<file path="src/rtl/uart_pkg.sv">
// ---------------------------------------------------------------------------
// uart_pkg : shared UART types and parity helper for the framed tx/rx blocks
// Rev 1.0
// ---------------------------------------------------------------------------
`default_nettype none

package uart_pkg;

   localparam int MAX_BPW = 9;

   typedef enum logic [2:0] {
      IDLE   = 3'd0,
      START  = 3'd1,
      DATA   = 3'd2,
      PARITY = 3'd3,
      STOP   = 3'd4
   } tx_state_e;

   typedef enum logic [1:0] {
      PAR_NONE  = 2'd0,
      PAR_EVEN  = 2'd1,
      PAR_ODD   = 2'd2,
      PAR_NONE3 = 2'd3
   } parity_e;

   // Narrower words are zero-extended by the caller; zeros do not change the XOR.
   function automatic logic calc_parity(input logic [MAX_BPW-1:0] data, input parity_e mode);
      case (mode)
         PAR_EVEN: return ^data;
         PAR_ODD:  return ~^data;
         default:  return 1'b0;
      endcase
   endfunction

endpackage

`default_nettype wire

</file>
<file path="src/rtl/uart_baud_tick.sv">
// ---------------------------------------------------------------------------
// uart_baud_tick : bit-period down-counter, one-cycle tick at the end of each period
// Rev 1.0
// ---------------------------------------------------------------------------
`default_nettype none

module uart_baud_tick #(
   parameter int DIV_W = 16
) (
   input  logic             clk,
   input  logic             rst,
   input  logic             restart_i,
   input  logic [DIV_W-1:0] period_i,
   output logic             tick_o
);

   logic [DIV_W-1:0] cnt_q;

   // period_i is never zero here; the top clamps it before use.
   always_ff @(posedge clk or posedge rst) begin
      if (rst) begin
         cnt_q <= '0;
      end else if (restart_i || (cnt_q == '0)) begin
         cnt_q <= period_i - DIV_W'(1);
      end else begin
         cnt_q <= cnt_q - DIV_W'(1);
      end
   end

   assign tick_o = (cnt_q == '0) && !restart_i;

endmodule

`default_nettype wire

</file>
<file path="src/rtl/uart_tx_framed.sv">
// ---------------------------------------------------------------------------
// uart_tx_framed : multi-word UART transmitter with one-beat holding buffer
// Rev 1.0
// ---------------------------------------------------------------------------
`default_nettype none

module uart_tx_framed
   import uart_pkg::*;
#(
   parameter int BITS_PER_WORD = 8,
   parameter int NUM_WORDS     = 3,
   parameter int DIV_W         = 16,
   parameter int DEF_CLKS      = 4
) (
   input  logic                               clk,
   input  logic                               rst,
   input  logic [DIV_W-1:0]                   cfg_clks_per_bit,
   input  logic [1:0]                         cfg_parity,
   input  logic                               cfg_two_stop,
   input  logic                               s_valid,
   output logic                               s_ready,
   input  logic [NUM_WORDS*BITS_PER_WORD-1:0] s_data,
   output logic                               tx,
   output logic                               busy,
   output logic                               done
);

   localparam int BEAT_W = NUM_WORDS * BITS_PER_WORD;
   localparam int WORD_W = (NUM_WORDS > 1) ? $clog2(NUM_WORDS) : 1;
   localparam int BIT_W  = $clog2(BITS_PER_WORD + 1);
   localparam logic [WORD_W-1:0] LAST_WORD  = WORD_W'(NUM_WORDS - 1);
   localparam logic [BIT_W-1:0]  LAST_BIT   = BIT_W'(BITS_PER_WORD);
   localparam logic [DIV_W-1:0]  DEF_PERIOD = (DEF_CLKS < 1) ? DIV_W'(1) : DIV_W'(DEF_CLKS);

   logic                     hold_full_q, hold_full_d;
   logic [BEAT_W-1:0]        hold_data_q;
   logic [BEAT_W-1:0]        beat_q;
   logic [BITS_PER_WORD-1:0] shift_q;
   tx_state_e                state_q;
   logic [WORD_W-1:0]        word_q;
   logic [BIT_W-1:0]         bit_q;
   logic [DIV_W-1:0]         clks_q;
   parity_e                  par_mode_q;
   logic                     two_stop_q;
   logic                     par_bit_q;
   logic                     stop_left_q;
   logic                     tx_q, busy_q, done_q;

   logic             w_accept, w_load, w_tick;
   logic [DIV_W-1:0] w_cfg_clks, w_period;

   assign w_accept    = s_valid && !hold_full_q;
   assign w_load      = (state_q == IDLE) && hold_full_q;
   assign hold_full_d = w_accept || (hold_full_q && !w_load);
   assign w_cfg_clks  = (cfg_clks_per_bit == '0) ? DIV_W'(1) : cfg_clks_per_bit;
   assign w_period    = w_load ? w_cfg_clks : clks_q;

   assign s_ready = !hold_full_q;
   assign tx      = tx_q;
   assign busy    = busy_q;
   assign done    = done_q;

   uart_baud_tick #(
      .DIV_W (DIV_W)
   ) u_baud (
      .clk       (clk),
      .rst       (rst),
      .restart_i (w_load),
      .period_i  (w_period),
      .tick_o    (w_tick)
   );

   always_ff @(posedge clk or posedge rst) begin
      if (rst) begin
         hold_full_q <= 1'b0;
         hold_data_q <= '0;
      end else begin
         hold_full_q <= hold_full_d;
         if (w_accept) begin
            hold_data_q <= s_data;
         end
      end
   end

   always_ff @(posedge clk or posedge rst) begin
      if (rst) begin
         state_q     <= IDLE;
         beat_q      <= '0;
         shift_q     <= '0;
         word_q      <= '0;
         bit_q       <= '0;
         clks_q      <= DEF_PERIOD;
         par_mode_q  <= PAR_NONE;
         two_stop_q  <= 1'b0;
         par_bit_q   <= 1'b0;
         stop_left_q <= 1'b0;
         tx_q        <= 1'b1;
         busy_q      <= 1'b0;
         done_q      <= 1'b0;
      end else begin
         done_q <= 1'b0;
         case (state_q)
            IDLE: begin
               if (w_load) begin
                  beat_q     <= hold_data_q;
                  clks_q     <= w_cfg_clks;
                  par_mode_q <= parity_e'(cfg_parity);
                  two_stop_q <= cfg_two_stop;
                  word_q     <= '0;
                  tx_q       <= 1'b0;
                  busy_q     <= 1'b1;
                  state_q    <= START;
               end
            end
            START: begin
               // Current word sits in the low bits of beat_q; pop it into the shifter.
               if (w_tick) begin
                  tx_q      <= beat_q[0];
                  shift_q   <= beat_q[BITS_PER_WORD-1:0] >> 1;
                  par_bit_q <= calc_parity(MAX_BPW'(beat_q[BITS_PER_WORD-1:0]), par_mode_q);
                  beat_q    <= beat_q >> BITS_PER_WORD;
                  bit_q     <= BIT_W'(1);
                  state_q   <= DATA;
               end
            end
            DATA: begin
               if (w_tick) begin
                  if (bit_q == LAST_BIT) begin
                     if ((par_mode_q == PAR_EVEN) || (par_mode_q == PAR_ODD)) begin
                        tx_q    <= par_bit_q;
                        state_q <= PARITY;
                     end else begin
                        tx_q        <= 1'b1;
                        stop_left_q <= two_stop_q;
                        state_q     <= STOP;
                     end
                  end else begin
                     tx_q    <= shift_q[0];
                     shift_q <= shift_q >> 1;
                     bit_q   <= bit_q + BIT_W'(1);
                  end
               end
            end
            PARITY: begin
               if (w_tick) begin
                  tx_q        <= 1'b1;
                  stop_left_q <= two_stop_q;
                  state_q     <= STOP;
               end
            end
            STOP: begin
               if (w_tick) begin
                  if (stop_left_q) begin
                     stop_left_q <= 1'b0;
                  end else if (word_q == LAST_WORD) begin
                     busy_q  <= 1'b0;
                     done_q  <= 1'b1;
                     state_q <= IDLE;
                  end else begin
                     word_q  <= word_q + WORD_W'(1);
                     tx_q    <= 1'b0;
                     state_q <= START;
                  end
               end
            end
            default: begin
               tx_q    <= 1'b1;
               busy_q  <= 1'b0;
               state_q <= IDLE;
            end
         endcase
      end
   end

endmodule

`default_nettype wire

</file>
<file path="config.mk">
export PLATFORM = sky130hd
export DESIGN_NAME = uart_tx_framed
export DESIGN_NICKNAME = d
export VERILOG_FILES = /design/src/rtl/uart_pkg.sv /design/src/rtl/uart_baud_tick.sv /design/src/rtl/uart_tx_framed.sv
export SDC_FILE = /design/constraint.sdc
export NUM_CORES = 1
export LEC_CHECK = 0
export CORE_UTILIZATION = 58
export CTS_BUF_LIST = sky130_fd_sc_hd__clkbuf_8
export CTS_CLUSTER_DIAMETER = 120
export DETAILED_ROUTE_END_ITERATION = 8
export HOLD_SLACK_MARGIN = 0.12
export PLACE_DENSITY = 0.92
export SLEW_MARGIN = 40
export SYNTH_ARGS = -nofsm -noshare
export SYNTH_HDL_FRONTEND = slang
export SYNTH_SLANG_ARGS = --single-unit
</file>
<file path="constraint.sdc">
create_clock -name clk -period 4.95 [get_ports clk]
set_clock_uncertainty 0.05 [all_clocks]
set_input_delay 0.495 -clock clk [delete_from_list [all_inputs] [get_ports clk]]
set_output_delay 0.495 -clock clk [all_outputs]
set_load 0.03 [all_outputs]
</file>
=== After elaboration in Yosys (flattened, before gate mapping) ===
Cells that the tools add are included.

* Input bits: 46
* Output and inout port bits: 4
* Memories kept: 0
* Memory bits (writable): 0
* Memory bits (read-only): 0
* Word-level logic and storage cells: 123
* Register bits after elaboration: 106
* Latch bits: 0

* Order comparisons: 0
* Equal/unequal tests: 19
* Reduce and logical (&&, ||, !) cells: 28
* Bitwise logic cells: 1
* Divide/modulo/power cells: 0
* Shift operators: 0
* Multipliers: 0
* Add/sub/neg operators: 4
* Muxes and demuxes: 55

{| class="wikitable"
|+ Operators with widths
! kind !! count
|-
| $mux 16 || 3
|-
| $mux 24 || 2
|-
| $pmux 24 s2 || 1
|-
| $logic_not 16->1 || 2
|-
| $sub 16x1->16 const B || 2
|-
| $mux 3 || 8
|-
| $mux 8 || 3
|-
| $mux 1 || 23
|-
| $pmux 8 s2 || 1
|-
| $pmux 3 s5 || 1
|-
| $reduce_and 7->1 || 2
|-
| $mux 4 || 3
|-
| $ne 2x2->1 const B || 6
|-
| $ne 2x1->1 const B || 5
|-
| $reduce_and 5->1 || 2
|-
| $reduce_xnor 9->1 || 1
|-
| $reduce_xor 9->1 || 1
|-
| $mux 2 || 4
|-
| $pmux 4 s2 || 1
|-
| $eq 3x2->1 const B || 2
|-
| $pmux 1 s3 || 2
|-
| $reduce_and 6->1 || 1
|-
| $reduce_bool 2->1 || 3
|-
| $pmux 1 s5 || 1
|-
| 19 further kinds || 27
|}

=== Depth between registers and ports, before layout ===
Gate-level depths: netlist of the first run.

* Depth after elaboration: 6
* Depth in mapped cells: 15
* Mapped depth without buffers: 12

=== Modules after synthesis ===
Synthesis of the first run repeated with hierarchy kept, for this count alone.

* Cell total of the unflattened synthesis: 489
* Area, all modules: 5402.7 um^2

{| class="wikitable"
|+ By module, submodules not included
! module !! sequential area each (um^2) !! area each (um^2) !! cells an instance !! instances
|-
| uart_tx_framed || 2229.6 || 4194.0 || 362 || 1
|-
| uart_baud_tick || 400.4 || 1208.7 || 127 || 1
|}

=== Least setup slack after synthesis of the first run ===
OpenSTA, ideal clock, no wires.

* Path kind: register to register
* Start: reg u_baud.cnt_q[5]
* End: reg u_baud.cnt_q[14]
* Setup time: 137 ps
* Path buffers: 2
* Arrival: 3589 ps
* Period minus slack after synthesis: 3776 ps
* Path slack: 1174 ps
* Data required time: 4763 ps
* Stages on the path, launching flop included: 14
* Cells stage by stage: dfrtp_1 or4_4 or4_4 buf_6 o21ai_4 buf_2 mux2i_1 ha_1 nand2b_1 or4_1 a21oi_1 nand2_1 xnor2_1 a21oi_1

* Word-level cells in the longest chain between the ends: 3
* Elaborated cells between the ends (all ways): 4
* Classes of those cells: 1 x add/sub; 1 x mux; 2 x reduce/logical

{| class="wikitable"
|+ Ends and longest elaborated chain
! item !! line !! text
|-
| start: declaration || uart_baud_tick.sv:17 || <nowiki>logic [DIV_W-1:0] cnt_q;</nowiki>
|-
| start signal: assignment || uart_baud_tick.sv:24 || <nowiki>cnt_q <= period_i - DIV_W'(1);</nowiki>
|-
| start signal: assignment || uart_baud_tick.sv:26 || <nowiki>cnt_q <= cnt_q - DIV_W'(1);</nowiki>
|-
| parallel branches: the longest is 2 deep, another holds $sub 16x1->16 || n/a ||
|-
| $mux 16 * || uart_baud_tick.sv:23 || <nowiki>end else if (restart_i || (cnt_q == '0)) begin</nowiki>
|}

Mark *: on every way between the ends.
A chain may end at the register's enable or synchronous reset.

=== Worst setup path in the final report of the first run ===
* Start: reg state_q[2]
* End: reg u_baud.cnt_q[12]

* Word-level cells in the longest chain between the ends: 5
* Elaborated cells between the ends (all ways): 6
* Classes of those cells: 1 x add/sub; 2 x mux; 3 x reduce/logical

{| class="wikitable"
|+ Ends and longest elaborated chain
! item !! line !! text
|-
| start: declaration || uart_tx_framed.sv:39 || <nowiki>tx_state_e state_q;</nowiki>
|-
| start signal: assignment || uart_tx_framed.sv:87 || <nowiki>state_q <= IDLE;</nowiki>
|-
| start signal: assignment || uart_tx_framed.sv:112 || <nowiki>state_q <= START;</nowiki>
|-
| start signal: assignment || uart_tx_framed.sv:123 || <nowiki>state_q <= DATA;</nowiki>
|-
| $logic_not 3->1 * || uart_tx_framed.sv:53 || <nowiki>assign w_load = (state_q == IDLE) && hold_full_q;</nowiki>
|-
| $logic_and 1x1->1 * || uart_tx_framed.sv:53 ||
|-
| $mux 16 || n/a ||
|-
| $sub 16x1->16 || uart_baud_tick.sv:24 ||
|-
| $mux 16 * || uart_baud_tick.sv:23 ||
|}

Mark *: on every way between the ends. The rest lies on a longest branch, timed or not.

==> summary.md, run 1 <==
| Metric | Value |
|---|---|
| Area Overhead vs Synth | `14.6%` |
| ANT cells | `0` |
| WS Path Type | `register to register` |
| RSZ-0062 raised after global routing | `no` |
| Min Tclk post-route | `4.05 ns` |
| Initial core utilization | `0.600` |
| Vias post-DR | `a little over 4,000` |
| CTS clk-pin slew, worst paths | `0.12 ns` |
| TritonCTS buffer count | `9` |
| GR Util All Layers | `0.259` |
| Crit path capture type | `register` |
| Gates resized, CTS repair | `0` |
| Max Fclk | `roughly 0.25 GHz` |
| Post-synthesis sequential area ratio | `0.500` |
| Switch share | `0.417` |
| Max-cap viol count | `0` |
| Max-slew violation count | `0` |
| Worst Hold Slack | `approximately 0.45 ns` |
| Mapped Nets | `593` |
| Hold Crit Class | `register to register` |
| Setup TNS Final | `0 ns` |
| Power density over the cells | `a little under 600 mW/mm^2` |
| Ratio of cells with drive above 1 in the final layout | `0.116` |
| Status | `completed` |
| Global route overflow | `0` |
| Cells after synthesis | `about 540` |
| Combinational share of power | `0.418` |
| Routed len/inst | `16.6 um` |
| CP max FO | `25` |
| Total clock sinks | `around 110` |
| Ys Warns | `0` |
| Fin util | `0.688` |
| CP cell instances | `or4b_2, nand2_1, o21ai_0, mux2i_1, ha_1, nand3b_1, or3_2, nor3_1, xor2_1, nor2_1, a21oi_1` |
| Critical Path Max Stage Delay | `1.06 ns` |
| Drt via density | `between 5 and 6` |
| Clock latency on the worst-skew pair | `~0.38 ns` |
| Die W | `97.2 um` |
| CP max-delay cell | `or4b_2` |
| Required time of the critical path | `5.20 ns` |
| CTS root buf | `clkbuf_8` |
| TritonCTS clock tree | `yes` |
| Initial drt markers | `around 310` |
| Nets@finish | `between 600 and 700` |
| Initial antenna violation count | `0` |
| First-pass GRT wire length | `19,600 um` |
| Critical path's top delay family | `simple AND/OR/NAND/NOR gates` |
| Pint | `between 2 and 2.5 mW` |
| Clock Power Share | `0.158` |
| Largest net degree at the start of global routing | `between 60 and 70` |
| Initial DRT Pass Iterations | `5` |
| ANT nets after route | `0` |
| Total wire length | `11,500 um` |
| FILL cells | `622` |
| Finish-stage setup viols | `0` |
| Mean Syn Cell Area | `9.72 um^2` |
| Worst Setup Start Kind | `register` |
| Final Cycle Share | `0.819` |
| Die Height | `between 90 and 100 um` |
| Synthesized flop and latch total | `roughly 110` |
| Slew @ Worst Pin | `about 0.76 ns` |
| # Post-CTS Setup Buffers | `0` |
| GP Congestion | `~0.87` |
| DIE AREA | `between 0.009 and 0.01 mm^2` |
| Core box area | `0.00876 mm^2` |
| Count of input and output buffers | `49` |
| Placed wire-length estimate | `slightly above 8000 um` |
| Final-report hold violation count | `0` |
| Psw | `roughly 1.5 mW` |
| Finished layout cell area | `around 0.006 mm^2` |
| Leakage power | `2.57 nW` |
| Cell variety after synth | `53` |
| H-tree levels | `3` |
| Worst-case clock buffer depth | `2` |
| Primary FF master, synth | `dfrtp_1` |
| Worst slew margin | `0.487` |
| CP bufs+invs | `0` |
| Row count | `34` |
| Post-synth ARST share | `1.00` |
| Worst Path Arrival | `around 4.3 ns` |
| Worst VDD drop | `just under 0.3 mV` |
| Post-CTS Hold Buffers | `0` |
| Placement Cell Area | `0.00581 mm^2` |
| Netlist Area Pre-Place | `0.00526 mm^2` |
| Remaining DRCs | `0` |
| Vias in the first global route | `between 3,000 and 4,000` |
| IO Pins | `50` |
| Seq pwr share | `0.425` |
| Post-synth EDFFs | `0` |
==> kinds of logic after synthesis <==
group                    count (synthesis)  synth area share
AND/OR/NAND/NOR                        219             0.197
flip-flops                             105             0.500
AO/OA/AOI/OAI                           89            0.0987
multiplexers                            52             0.105
buffers and inverters                   39            0.0333
XOR/XNOR                                31            0.0516
adder cells (fa/ha/maj)                  6            0.0143
==> routing by layer <==
metal  up-vias  routed length, um  global-route usage
met5         -                  0                   0
met4         0                136              0.0566
met3        15                702              0.0583
met2       147               5720               0.425
met1      1987               4930               0.355
li1       1928                  -                   -
==> sequential cells by signal, summed over array words and instances, names as in the netlist, 2 cells and up <==
name	cells
hold_data_q	24
par_mode_q	2
beat_q	24
word_q	2
bit_q	4
state_q	3
shift_q	7
u_baud.cnt_q	16
clks_q	16
==> worst paths after layout <==
check / slack, ns / startpoint / to / cells after the start
worst max-delay path: 0.90 / state_q[2] / u_baud.cnt_q[12] / 11
worst min-delay path: 0.45 / beat_q[21] / beat_q[21] / 2
worst max register to register: 0.90 / state_q[2] / u_baud.cnt_q[12] / 11
worst min register to register: 0.45 / beat_q[21] / beat_q[21] / 2
max in group asynchronous: 3.25 / rst / tx / 3
min in group asynchronous: 0.54 / rst / hold_data_q[10] / 2
==> cell usage in the layout (no fill, tap or decap), drive strengths merged, types with 2 or more instances in the layout <==
cell type,count
clkbuf,9
or3,9
nand2b,3
a31oi,8
o21bai,2
nand3,14
mux2,24
dfstp,2
a21o,2
nor2,42
xnor2,21
o21ai,47
clkinv,4
xor2,10
nand2,104
nor4,10
ha,6
dfrtp,103
clkdlybuf4s50,49
or2,5
buf,4
inv,16
o2bb2ai,2
nor3,17
mux2i,28
a21oi,22
or4,7
==> worst register-to-register path: cells and delay by family (launching register included) <==
family,cells,cell delay [ns]
compound gates,2,0.26
fa+ha+maj,1,0.36
simple gates,6,2.25
flops,1,0.60
xor+xnor,1,0.21
mux,1,0.26
==> synthesized netlist by cell type, types with 2 or more instances <==
| library cell | count | area share |
|---|---|---|
| nand2_1 | 104 | 0.074 |
| dfrtp_1 | 103 | 0.49 |
| nor2_1 | 41 | 0.029 |
| o21ai_0 | 36 | 0.034 |
| mux2i_1 | 28 | 0.053 |
| mux2_2 | 24 | 0.051 |
| a21oi_1 | 21 | 0.020 |
| xnor2_1 | 21 | 0.035 |
| clkbuf_1 | 19 | 0.014 |
| nor3_1 | 15 | 0.014 |
| nand3_1 | 14 | 0.013 |
| inv_1 | 13 | 0.0093 |
| o21ai_1 | 10 | 0.0095 |
| xor2_1 | 10 | 0.017 |
| nor4_1 | 9 | 0.011 |
| a31oi_1 | 8 | 0.0095 |
| ha_1 | 6 | 0.014 |
| or3_1 | 6 | 0.0071 |
| or4_1 | 5 | 0.0071 |
| buf_6 | 3 | 0.0064 |
| nand2b_1 | 3 | 0.0036 |
| or2_2 | 3 | 0.0036 |
| or3_2 | 3 | 0.0043 |
| a21o_1 | 2 | 0.0029 |
| buf_2 | 2 | 0.0019 |
| dfstp_2 | 2 | 0.010 |
| nor3_2 | 2 | 0.0038 |
| o21bai_1 | 2 | 0.0029 |
| or4_4 | 2 | 0.0043 |
==> cell type report <==
class | count | area [um^2] | area share
timing repair buffer | 53 | 520 | 0.0864
inverter | 13 | 51.3 | 0.00851
sequential | 105 | 2630 | 0.436
tap | 108 | 135 | 0.0224
clock buffer | 9 | 124 | 0.0206
clock inverter | 7 | 93.8 | 0.0156
multi-input combinational | 397 | 2470 | 0.410
==> stage by stage <==
| step | power, mW | std cells | setup slack, ns |
|---|---|---|---|
| global route | 3.77 | 692 | 0.674 |
| finish | 3.53 | 692 | 0.896 |
| detailed placement | 2.96 | 676 | 1.13 |
| CTS | 3.52 | 692 | 0.996 |
| floorplan | 2.58 | 541 | 1.17 |
| global placement | 2.86 | 676 | 1.24 |
==> power by group through the flow <==
stage / clock (mW) / combinational, mW / sequential, mW
4_1_cts: 0.563 / 1.47 / 1.49
3_5_place_dp: 0 / 1.45 / 1.51
3_3_place_gp: 0 / 1.39 / 1.47
5_1_grt: 0.596 / 1.63 / 1.54
2_1_floorplan: 0 / 1.18 / 1.41
6_report: 0.556 / 1.47 / 1.50
Power figures use the tool's default switching activity.
==> inputs of run 2 (changes only) <==
--- a/config.mk
+++ b/config.mk
@@ -5,12 +5,12 @@
 export SDC_FILE = /design/constraint.sdc
 export NUM_CORES = 1
 export LEC_CHECK = 0
-export CORE_UTILIZATION = 58
+export CORE_UTILIZATION = 54
 export CTS_BUF_LIST = sky130_fd_sc_hd__clkbuf_8
 export CTS_CLUSTER_DIAMETER = 120
 export DETAILED_ROUTE_END_ITERATION = 8
 export HOLD_SLACK_MARGIN = 0.12
-export PLACE_DENSITY = 0.92
+export PLACE_DENSITY = 0.9
 export SLEW_MARGIN = 40
 export SYNTH_ARGS = -nofsm -noshare
 export SYNTH_HDL_FRONTEND = slang
==> constraint.sdc (replaced) <==
create_clock -name clk -period 3.7 [get_ports clk]
set_clock_uncertainty 0.05 [all_clocks]
set_input_delay 0.37 -clock clk [delete_from_list [all_inputs] [get_ports clk]]
set_output_delay 0.37 -clock clk [all_outputs]
set_load 0.03 [all_outputs]
==> summary.md, run 2 (synthesized netlist as in run 1, its figures left out) <==
| Metric | Value |
|---|---|
| Status | `completed` |
| Initial drt markers | `349 (+14%)` |
| Clock Power Share | `0.150 (-0.008)` |
| First-pass GRT wire length | `19,400 um (-0.63%)` |
| Row count | `35 (+2.9%)` |
| Total clock sinks | `105 (unchanged)` |
| Critical Path Most Common Cell | `or4_4` |
| Initial antenna violation count | `0 (unchanged)` |
| Die Height | `101 um (+3.6%)` |
| H-tree levels | `3 (unchanged)` |
| Routed len/inst | `16.4 um (-0.98%)` |
| Final Cycle Share | `0.965 (+0.146)` |
| Nets@finish | `644 (+2.1%)` |
| Vias in the first global route | `4,079 (+3.0%)` |
| CP cell instances | `or4_1, or4_4, o21ai_4, mux2i_2, ha_2, nand2b_1, or4_4, a21oi_4, nand2_1, xnor2_1, a21oi_1` |
| Most common cell after layout, fill and taps aside | `nand2_1` |
| Ratio of cells with drive above 1 in the final layout | `0.144 (+0.0276)` |
| Seq pwr share | `0.408 (-0.017)` |
| Drt via density | `5.81 (-1.5%)` |
| Total wire length | `11,900 um (+3.9%)` |
| Commonest cells after routing, fill and taps aside | `nand2_1 (104), dfrtp_1 (103), clkdlybuf4s50_1 (49)` |
| TritonCTS clock tree | `yes` |
| ANT nets after route | `0 (unchanged)` |
| Largest net degree at the start of global routing | `70 (+13%)` |
| Core box area | `0.00933 mm^2 (+6.4%)` |
| CP max FO | `5 (-80%)` |
| Finish-stage setup viols | `0 (unchanged)` |
| Count of input and output buffers | `49 (unchanged)` |
| Psw | `2.02 mW (+38%)` |
| DIE AREA | `0.0101 mm^2 (+7.3%)` |
| Worst Hold Slack | `0.380 ns (-0.0671 ns)` |
| Finished Layout Cells | `726 (+4.9%)` |
| Worst VDD drop | `0.494 mV (+67%)` |
| Max-cap viol count | `0 (unchanged)` |
| Finished layout cell area | `0.00616 mm^2 (+2.3%)` |
| Min Tclk post-route | `3.57 ns (-0.484 ns)` |
| Placement Cell Area | `0.00589 mm^2 (+1.4%)` |
| CTS clk-pin slew, worst paths | `0.11 ns (about the same)` |
| ANT cells | `0 (unchanged)` |
| CP max-delay cell | `or4_4` |
| IO Pins | `50 (unchanged)` |
| Vias post-DR | `4,215 (+3.4%)` |
| Placed Cells | `704 (+4.1%)` |
| GR Util All Layers | `0.248 (-0.0112)` |
| Die W | `101 um (+3.6%)` |
| CTS root buf | `clkbuf_8` |
| Combinational share of power | `0.441 (+0.023)` |
| Worst Setup Start Kind | `register` |
| Worst slew margin | `0.587 (+0.0997)` |
| Initial core utilization | `0.564 (-0.0363)` |
| TritonCTS buffer count | `9 (unchanged)` |
| Final-report hold violation count | `0 (unchanged)` |
| Pint | `2.82 mW (+37%)` |
| Area Overhead vs Synth | `17.2%` |
| Hold Crit Class | `primary input to asynchronous set/reset pin` |
| GP Congestion | `0.856 (-2.1%)` |
| Critical Path Max Stage Delay | `0.57 ns (-0.49 ns)` |
| Initial DRT Pass Iterations | `5 (unchanged)` |
| Crit path capture type | `register` |
| Switch share | `0.418 (+0.00105)` |
| Fin util | `0.661 (-0.0269)` |
| RSZ-0062 raised after global routing | `no` |
| Required time of the critical path | `3.96 ns (-1.24 ns)` |
| Power density over the cells | `786 mW/mm^2 (+34%)` |
| Setup TNS Final | `0 ns (unchanged)` |
| Worst Path Arrival | `3.83 ns (-0.48 ns)` |
| Max-slew violation count | `0 (unchanged)` |
| Max Fclk | `0.280 GHz (+14%)` |
| Top flop regs | `beat_q (24), hold_data_q (24)` |
| WS Path Type | `register to register` |
| Slew @ Worst Pin | `0.620 ns (-0.141 ns)` |
| Remaining DRCs | `0 (unchanged)` |
| Global route overflow | `0 (unchanged)` |
| Worst-case clock buffer depth | `2 (unchanged)` |
| Placed wire-length estimate | `8040 um (-0.46%)` |
| Clock latency on the worst-skew pair | `0.38 ns (about the same)` |
| Leakage power | `2.62 nW (+2.2%)` |
-- run 2: changes by cell type in the layout (fill, tap and decap cells not counted), sizes merged --
cell,change
inv,+1
clkinv,-2
buf,+13
clkinvlp,+1
-- run 2: area by class of cell --
cell class / count / area, um^2
fillers: 663 / 3160
clock inverters: 7 / 80.1
multi-input cells: 397 / 2500
repair buffers: 66 / 618
inverters: 13 / 53.8
well taps: 129 / 161
clock buffers: 9 / 124
flip-flops and latches: 105 / 2630
-- run 2: layer usage --
metal / up-vias / GRT usage / share of wire
met4: 0 / 0.0825 / 0.031
met3: 36 / 0.0492 / 0.062
met2: 184 / 0.406 / 0.49
met5: - / 0 / 0
li1: 1954 / - / -
met1: 2041 / 0.332 / 0.42
-- run 2: final timing paths --
check | startpoint | end | slack, ns | cells past startpoint
max | u_baud.cnt_q[9] | u_baud.cnt_q[14] | 0.13 | 11
min | rst | clks_q[12] | 0.38 | 2
max reg2reg | u_baud.cnt_q[9] | u_baud.cnt_q[14] | 0.13 | 11
min reg2reg | shift_q[6] | shift_q[6] | 0.44 | 2
max in group asynchronous | rst | beat_q[17] | 2.50 | 3
min in group clk | shift_q[6] | shift_q[6] | 0.44 | 2
-- run 2: critical path, delay by kind of cell, from the launching register on --
kind            cells  cell delay, ns
simple gates        5            1.79
xor+xnor            1            0.13
mux                 1            0.28
compound gates      3            0.55
flops               1            0.44
fa+ha+maj           1            0.26
-- run 2: power by group through the flow --
stage,clock (mW),combinational [mW],sequential (mW)
after detailed placement,0,2.03,1.98
after CTS,0.730,2.08,1.96
after global routing,0.772,2.36,2.02
after global placement,0,1.95,1.94
final,0.729,2.14,1.98
after floorplan,0,1.59,1.88
-- run 2: per-stage QoR --
stage,total power [mW],setup WS (ns)
after floorplan,3.47,0.0179
after global placement,3.88,0.159
after global routing,5.15,0.0219
after detailed placement,4.00,-0.0364
final,4.85,0.131
after CTS,4.77,0.0573
-- run 2: what timing repair did --
item / 4_1_cts / 5_1_grt
setup buffers: 2 / 4
resized for setup: 1 / 4
pin swaps: 2 / 3
endpoints found under the setup margin: 2 / 2
hold buffers: 0 / 0
